===== config.mk =====
export PLATFORM = sky130hd
export DESIGN_NAME = cpu_clk_sequencer
export DESIGN_NICKNAME = d
export VERILOG_FILES = /design/src/rtl/cpu_clk_seq_pkg.sv /design/src/rtl/clk_div_core.sv /design/src/rtl/cpu_clk_sequencer.sv
export SDC_FILE = /design/constraint.sdc
export NUM_CORES = 1
export LEC_CHECK = 0
export BUFFER_PORTS_ARGS = -buffer_cell sky130_fd_sc_hd__buf_4
export CAP_MARGIN = 25
export CORE_UTILIZATION = 56
export CTS_CLUSTER_DIAMETER = 30
export DETAILED_ROUTE_END_ITERATION = 8
export PLACE_DENSITY_LB_ADDON = 0.15
export SLEW_MARGIN = 20
export SYNTH_ARGS = -nofsm -noshare
export SYNTH_HDL_FRONTEND = slang
export SYNTH_SLANG_ARGS = --single-unit

===== constraint.sdc =====
create_clock -name sysclk -period 2.3 [get_ports sysclk]
set_input_delay 0.115 -clock sysclk [delete_from_list [all_inputs] [get_ports sysclk]]
set_output_delay 0.115 -clock sysclk [all_outputs]
set_load 0.005 [all_outputs]

===== src/rtl/cpu_clk_seq_pkg.sv =====
// Shared mode encodings, sequencer state type and a busy-state helper for the
// CPU clock sequencer.
package cpu_clk_seq_pkg;

    localparam logic [1:0] MODE_HALT  = 2'b00;
    localparam logic [1:0] MODE_RUN   = 2'b01;
    localparam logic [1:0] MODE_STEP  = 2'b10;
    localparam logic [1:0] MODE_BURST = 2'b11;

    typedef enum logic [2:0] {
        StIdle,
        StRun,
        StStepWait,
        StBurst,
        StBpHalt
    } state_e;

    // States in which rising CPU clock edges may be issued.
    function automatic logic is_busy(state_e s);
        return (s == StRun) || (s == StStepWait) || (s == StBurst);
    endfunction

endpackage


===== src/rtl/clk_div_core.sv =====
// Free-running half-period counter: fires toggle_evt once every DIV_HALF+1 sysclk cycles.
module clk_div_core #(
    parameter int unsigned DIV_HALF = 50,
    parameter int unsigned CNT_W    = 8
) (
    input  logic sysclk,
    input  logic reset,
    output logic toggle_evt
);

    logic [CNT_W-1:0] cnt_q;

    assign toggle_evt = (cnt_q == CNT_W'(DIV_HALF));

    always_ff @(posedge sysclk) begin
        if (reset) begin
            cnt_q <= '0;
        end else if (toggle_evt) begin
            cnt_q <= '0;
        end else begin
            cnt_q <= cnt_q + CNT_W'(1);
        end
    end

endmodule


===== src/rtl/cpu_clk_sequencer.sv =====
// Debug CPU clock controller: gates the divided clock per CPU cycle for free-run,
// single-step, N-cycle burst and breakpoint halt.
module cpu_clk_sequencer
    import cpu_clk_seq_pkg::*;
#(
    parameter int unsigned DIV_HALF = 50,
    parameter int unsigned CNT_W    = 8,
    parameter int unsigned BURST_W  = 16
) (
    input  logic               sysclk,
    input  logic               reset,
    input  logic [1:0]         mode,
    input  logic               step_req,
    input  logic [BURST_W-1:0] burst_len,
    input  logic               bp_hit,
    output logic               cpu_clk,
    output logic               cpu_tick,
    output logic               busy,
    output logic               bp_halted,
    output logic [31:0]        cycle_cnt
);

    logic               toggle_evt;
    logic               step_edge;
    logic               cpu_clk_q;
    logic               cpu_tick_q;
    logic               step_prev_q;
    logic [31:0]        cycle_cnt_q;
    logic [BURST_W-1:0] remaining_q, remaining_d;
    state_e             state_q, state_d;

    clk_div_core #(
        .DIV_HALF (DIV_HALF),
        .CNT_W    (CNT_W)
    ) u_div (
        .sysclk     (sysclk),
        .reset      (reset),
        .toggle_evt (toggle_evt)
    );

    assign step_edge = step_req & ~step_prev_q;

    // High phase always completes; a rising edge needs the pre-update state to grant it.
    always_ff @(posedge sysclk) begin
        if (reset) begin
            cpu_clk_q   <= 1'b0;
            cpu_tick_q  <= 1'b0;
            cycle_cnt_q <= '0;
            step_prev_q <= 1'b1;
        end else begin
            step_prev_q <= step_req;
            cpu_tick_q  <= 1'b0;
            if (toggle_evt) begin
                if (cpu_clk_q) begin
                    cpu_clk_q <= 1'b0;
                end else if (busy) begin
                    cpu_clk_q   <= 1'b1;
                    cpu_tick_q  <= 1'b1;
                    cycle_cnt_q <= cycle_cnt_q + 32'd1;
                end
            end
        end
    end

    always_ff @(posedge sysclk) begin
        if (reset) begin
            state_q     <= StIdle;
            remaining_q <= '0;
        end else begin
            state_q     <= state_d;
            remaining_q <= remaining_d;
        end
    end

    // bp_hit is only meaningful in the cpu_tick cycle and takes priority there.
    always_comb begin
        state_d     = state_q;
        remaining_d = remaining_q;
        unique case (state_q)
            StIdle: begin
                case (mode)
                    MODE_HALT: ;
                    MODE_RUN: state_d = StRun;
                    MODE_STEP: if (step_edge) state_d = StStepWait;
                    MODE_BURST: begin
                        if (step_edge && burst_len != '0) begin
                            state_d     = StBurst;
                            remaining_d = burst_len;
                        end
                    end
                endcase
            end
            StRun: begin
                if (cpu_tick_q && bp_hit) begin
                    state_d = StBpHalt;
                end else if (mode != MODE_RUN) begin
                    state_d = StIdle;
                end
            end
            StStepWait: begin
                if (cpu_tick_q) state_d = bp_hit ? StBpHalt : StIdle;
            end
            StBurst: begin
                if (cpu_tick_q && bp_hit) begin
                    state_d     = StBpHalt;
                    remaining_d = remaining_q - BURST_W'(1);
                end else if (mode != MODE_BURST) begin
                    state_d     = StIdle;
                    remaining_d = '0;
                end else if (cpu_tick_q) begin
                    remaining_d = remaining_q - BURST_W'(1);
                    if (remaining_q == BURST_W'(1)) state_d = StIdle;
                end
            end
            StBpHalt: begin
                if (step_edge) state_d = StIdle;
            end
            default: state_d = StIdle;
        endcase
    end

    always_comb begin
        busy      = is_busy(state_q);
        bp_halted = (state_q == StBpHalt);
    end

    assign cpu_clk   = cpu_clk_q;
    assign cpu_tick  = cpu_tick_q;
    assign cycle_cnt = cycle_cnt_q;

endmodule


**Yosys cells after proc, flatten, opt, wreduce, memory -nomap -nowiden**

Cells that the tools add are included.

- Bits in registers: 62
- Bits in latches: 0
- Bits in writable memories: 0
- ROM bits: 0
- Bits of input ports: 22
- Output and inout bits: 36
- Word-level logic and storage cells: 68
- Memories: 0

- Add/subtract/negate cells: 3
- $mul: 0
- Divide/modulo/power cells: 0
- Magnitude comparators: 0
- Equal/unequal tests: 21
- Shift-type cells: 0
- Muxes and demuxes: 21
- Bitwise gates (word level): 4
- Reduce and logical (&&, ||, !) cells: 12

Operators by type and width:

| operator | count |
|---|---|
| $mux W16 | 5 |
| $mux W3 | 11 |
| $add A32 B1 Y32 const B | 1 |
| $pmux W16 S2 | 1 |
| $eq A16 B1 Y1 const B | 1 |
| $reduce_bool A16 Y1 | 1 |
| $sub A16 B1 Y16 const B | 1 |
| $pmux W3 S5 | 1 |
| $ne A3 B3 Y1 const B | 3 |
| $pmux W3 S3 | 1 |
| $add A8 B1 Y8 const B | 1 |
| $eq A8 B6 Y1 const B | 1 |
| $ne A4 B4 Y1 const B | 2 |
| $reduce_and A8 Y1 | 1 |
| $eq A3 B2 Y1 const B | 2 |
| $ne A2 B1 Y1 const B | 3 |
| $ne A2 B2 Y1 const B | 3 |
| $eq A2 B2 Y1 const B | 2 |
| $ne A4 B1 Y1 const B | 1 |
| $reduce_and A4 Y1 | 1 |
| $reduce_or A2 Y1 | 2 |
| $eq A3 B1 Y1 const B | 1 |
| $eq A3 B3 Y1 const B | 1 |
| $logic_not A3 Y1 | 1 |
| 8 further kinds | 13 |

**Longest topological paths before layout**

- Depth in word-level cells: 6
- Gate-level depth with buffers: 8
- Depth with buffers taken out: 7

**Hierarchy**

From an unflattened synthesis, not the netlist that was laid out.

- Cell total of the unflattened synthesis: 410
- Area total of the unflattened synthesis: 3388.2 um2

By module, submodules not included:

| module | instances | cells each | area each (um2) | seq. area each (um2) |
|---|---|---|---|---|
| cpu_clk_sequencer | 1 | 372 | 3039.2 | 1081.0 |
| clk_div_core | 1 | 38 | 349.1 | 160.2 |

**Worst setup path before layout**

OpenSTA, ideal clock, no wires.

- Path kind: flip-flop to flip-flop
- From: reg u_div.cnt_q[0]
- To: reg cycle_cnt_q[21] (netlist: cycle_cnt[21])
- Setup time: 0.070 ns
- Arrival time: 2.019 ns
- Data required time: 2.230 ns
- Slack: 0.211 ns
- Stages on the path, launching flop included: 8
- Buffers on the path: 0
- Period minus slack after synthesis: 2.089 ns
- Cell sequence: dfxtp_1 inv_1 ha_1 or3b_1 nor4_4 nand3_2 or4_1 a21oi_1

- Longest elaborated chain between the ends: 2

Ends and longest elaborated chain:

| item | line | source |
|---|---|---|
| from (decl) | clk_div_core.sv:11 | `logic [CNT_W-1:0] cnt_q;` |
| from (signal assigned) | clk_div_core.sv:21 | `cnt_q <= cnt_q + CNT_W'(1);` |
| $eq A8 B6 Y1 | clk_div_core.sv:13 | `assign toggle_evt = (cnt_q == CNT_W'(DIV_HALF));` |
| $reduce_and A3 Y1 (no source line) | -- |  |
| to (signal assigned) | cpu_clk_sequencer.sv:59 | `cycle_cnt_q <= cycle_cnt_q + 32'd1;` |
| to (decl) | cpu_clk_sequencer.sv:28 | `logic [31:0] cycle_cnt_q;` |

Every way passes these cells.
A chain may end at the register's enable or synchronous reset.

**Worst setup path after layout**

- From: reg u_div.cnt_q[0]
- To: reg cycle_cnt_q[25] (netlist: cycle_cnt[25])

Same word-level chain as after synthesis.

==> run_results.csv <==
group,metric,value,unit
run_status,outcome,"finished clean",
placement,place_ws,-0.00934,ns
sta,max-slew-margin-rel,57.1,%
finish,fin_nets,511,
finish,drive_gt1_share,23.1,%
placement,place_congestion,0.767,
worst_setup_path,cpPeakStageDelay,0.59,ns
cts,path_clk_slew,0.07,ns
route,drc,0,
logic_synthesis,synth.distinct_cells,57,
finish,syn_to_final_growth,24.2,%
die,std_cell_rows,28,
cts,cts_root_buffer,"clkbuf_8",
logic_synthesis,ys_warn_count,0,
worst_setup_path,startpoint_type,"flip-flop",
die,die_w,80.3,um
cts,cts_tree,"done",
logic_synthesis,ys_async_sr_fraction,0,%
die,core,0.00592,sq mm
flow_run,maxCapViolations,0,
logic_synthesis,synth.top_cells.by_area,"dfxtp_1 (36%), a21oi_1 (6.0%), nor2_1 (4.3%)",
logic_synthesis,syn-num-nets,444,
logic_synthesis,yosysTopAreaCell,"dfxtp_1",
logic_synthesis,ys_ff_latch,62,
pwr,leakagePower,1.59,nW
sta,period_needed,2.26,ns
sta,worstMarginPinSlew,0.643,ns
sta,setup_slack,0.0422,ns
worst_setup_path,end_kind,"flip-flop",
finish,n_fill_cell,483,
route,antenna_left,0,
sta,drv_slew,0,
route,drt_iter0_drc,216,
grt,grt_overflow_total,0,
placement,io_buffers,57,
sta,rsz0062_at_grt,"yes",
cts,cts.sinks,62,
pwr,design_power_total,0.00282,W
route,drt-vias-per-instance,6.22,
pwr,p_per_area,662,mW/mm^2
grt,groute.usage.overall,27.6,%
placement,dp_hpwl,5800,um
logic_synthesis,avgSynthCellArea,8.31,sq um
min_path,hold_class,"in -> reg",
worst_setup_path,worst-path-buf-inv,1,
sta,setup-violations-final,0,
grt,grt_pass1_vias,3101,
logic_synthesis,synth_enable_flop_cells,0,
worst_setup_path,arrival,2.54,ns
finish,antenna_cells,0,
logic_synthesis,synth-seq-area-share,36.2,%
die,die_h,80.3,um
cts,htreeDepth,3,
route,num_vias,3481,
logic_synthesis,synth_cells,413,
die,initial_core_util,58.0,%
cts,clk_latency,0.35,ns
worst_setup_path,cp.required,2.58,ns
worst_setup_path,crit_family,"simple AND/OR/NAND/NOR gates",
die,die_area,0.00645,sq mm
finish,multiInputGateArea,0.00206,sq mm
cts,numCtsBuffers,9,
worst_setup_path,crit_slowest_cell,"or4_4",
finish,regArea,0.00124,sq mm
grt,grt_pass1_wl,13800,um
pwr,ir_drop,0.000341,V
sta,fmax,0.443,GHz
worst_setup_path,worstSetupPathType,"reg -> reg",
logic_synthesis,synth.top_cell.area_share,36.2,%
worst_setup_path,path_cells,"inv_2, ha_4, or3b_4, nor4_4, nand4_1, or4_4, a21oi_2",
die,pin_count,58,
sta,fin_skew,0.0113,ns
grt,antenna_found_initial,0,
route,avgRoutedWirePerCell,15.3,um
route,first_pass_iters,6,
sta,fin_crit_sh,98.2,%
sta,finalHoldViolCount,0,
logic_synthesis,netlist_area,0.00343,sq mm
cts,clk_path_buf_depth,2,
route,routed_wl,8550,um
worst_setup_path,crit_fanout,6,
logic_synthesis,synth_ff_type,"dfxtp_1",
grt,grt_max_degree,58,
## what timing repair did
action                                  CTS  global route
hold buffers                              1             0
hold endpoints to repair                  1             0
endpoints found under the setup margin    1            15
pin swaps                                 1             4
gates resized for setup                   0            11
setup buffers                             0             3
cloned                                    0             0
## path summary, 6_finish.rpt
check | cells after the start | from | endpoint | slack [ns]
max reg2reg | 7 | u_div.cnt_q[0] | cycle_cnt[25] | 0.04
max | 7 | u_div.cnt_q[0] | cycle_cnt[25] | 0.04
min reg2reg | 1 | u_div.cnt_q[0] | u_div.cnt_q[0] | 0.44
min | 3 | bp_hit | state_q[2] | 0.06
## tightest hold or removal path: stages
cell     delay (ns)
buf_4          0.12
nand3_1        0.06
mux2i_1        0.06
## synthesized netlist by cell type, drive strengths merged, types with 11 or more instances
master  number
dfxtp       62
xor2        12
inv         14
nand2       25
or3         12
nand3       16
clkbuf      17
nor4        11
a21oi       41
or4         13
nor2        39
o21ai       24
nand4       16
## sequential cells by signal (all words and copies together), names as in the netlist
register / cells
cpu_clk: 1
cpu_tick: 1
cycle_cnt: 32
remaining_q: 16
state_q: 3
step_prev_q: 1
u_div.cnt_q: 8
## routing by layer
layer,vias to the layer above,wire length (um),GRT usage [%]
met5,-,0,0
li1,1684,-,-
met2,122,4160,47.3
met1,1657,3820,33.9
met4,0,145,11.4
met3,18,425,4.77
## cell type report
class / instances / share of cell area [%]
clock inverter: 5 / 1.91
sequential: 62 / 29.2
tap: 75 / 2.20
timing repair buffer: 76 / 13.5
clock buffer: 11 / 3.55
inverter: 14 / 1.23
multi-input combinational: 317 / 48.4
## cell usage in the layout (no fill, tap or decap), types with 3 or more instances in the layout
cell type / count
nor3_1: 6
a21oi_1: 40
nor4_1: 9
o21bai_1: 3
or3_1: 12
o21ai_0: 24
a32o_1: 10
or4_1: 10
xor2_1: 12
or4_4: 3
nand2b_1: 3
inv_1: 13
a31oi_1: 5
and2_1: 7
nand3_1: 14
nand4_1: 16
ha_1: 8
or2b_2: 3
nor2_1: 39
nand2_1: 25
xnor2_1: 4
o41ai_1: 3
a211oi_1: 3
and3_1: 6
and4_1: 5
o31ai_1: 8
mux2i_1: 4
clkbuf_8: 11
buf_4: 74
dfxtp_1: 60
## cell families after synthesis
family	after synthesis	synth area share, %
adder cells (fa/ha/maj)	9	3.28
XOR/XNOR	16	4.08
multiplexers	5	1.49
AO/OA/AOI/OAI	105	19.1
AND/OR/NAND/NOR	182	31.1
buffers and inverters	34	4.77
flip-flops	62	36.2
## report_power, final
part | internal (W) | switching (W) | total [W]
clock network | 0.000669 | 0.000454 | 0.00112
registers | 0.00111 | 0.0000387 | 0.00115
logic | 0.000245 | 0.000302 | 0.000547
## metrics by stage
step	hold slack, ns	util, %	instance area, sq um	cells	setup TNS (ns)
after floorplan	0.222	-	3430	413	0
after global placement	0.312	66.8	3960	540	0
after detailed placement	0.316	66.8	3960	540	-0.00934
after CTS	0.0600	70.9	4200	557	0
after global routing	0.0731	72.0	4260	560	-0.105
final	0.0608	72.0	4260	560	0
Note: power is estimated with default switching activity, not from simulation.
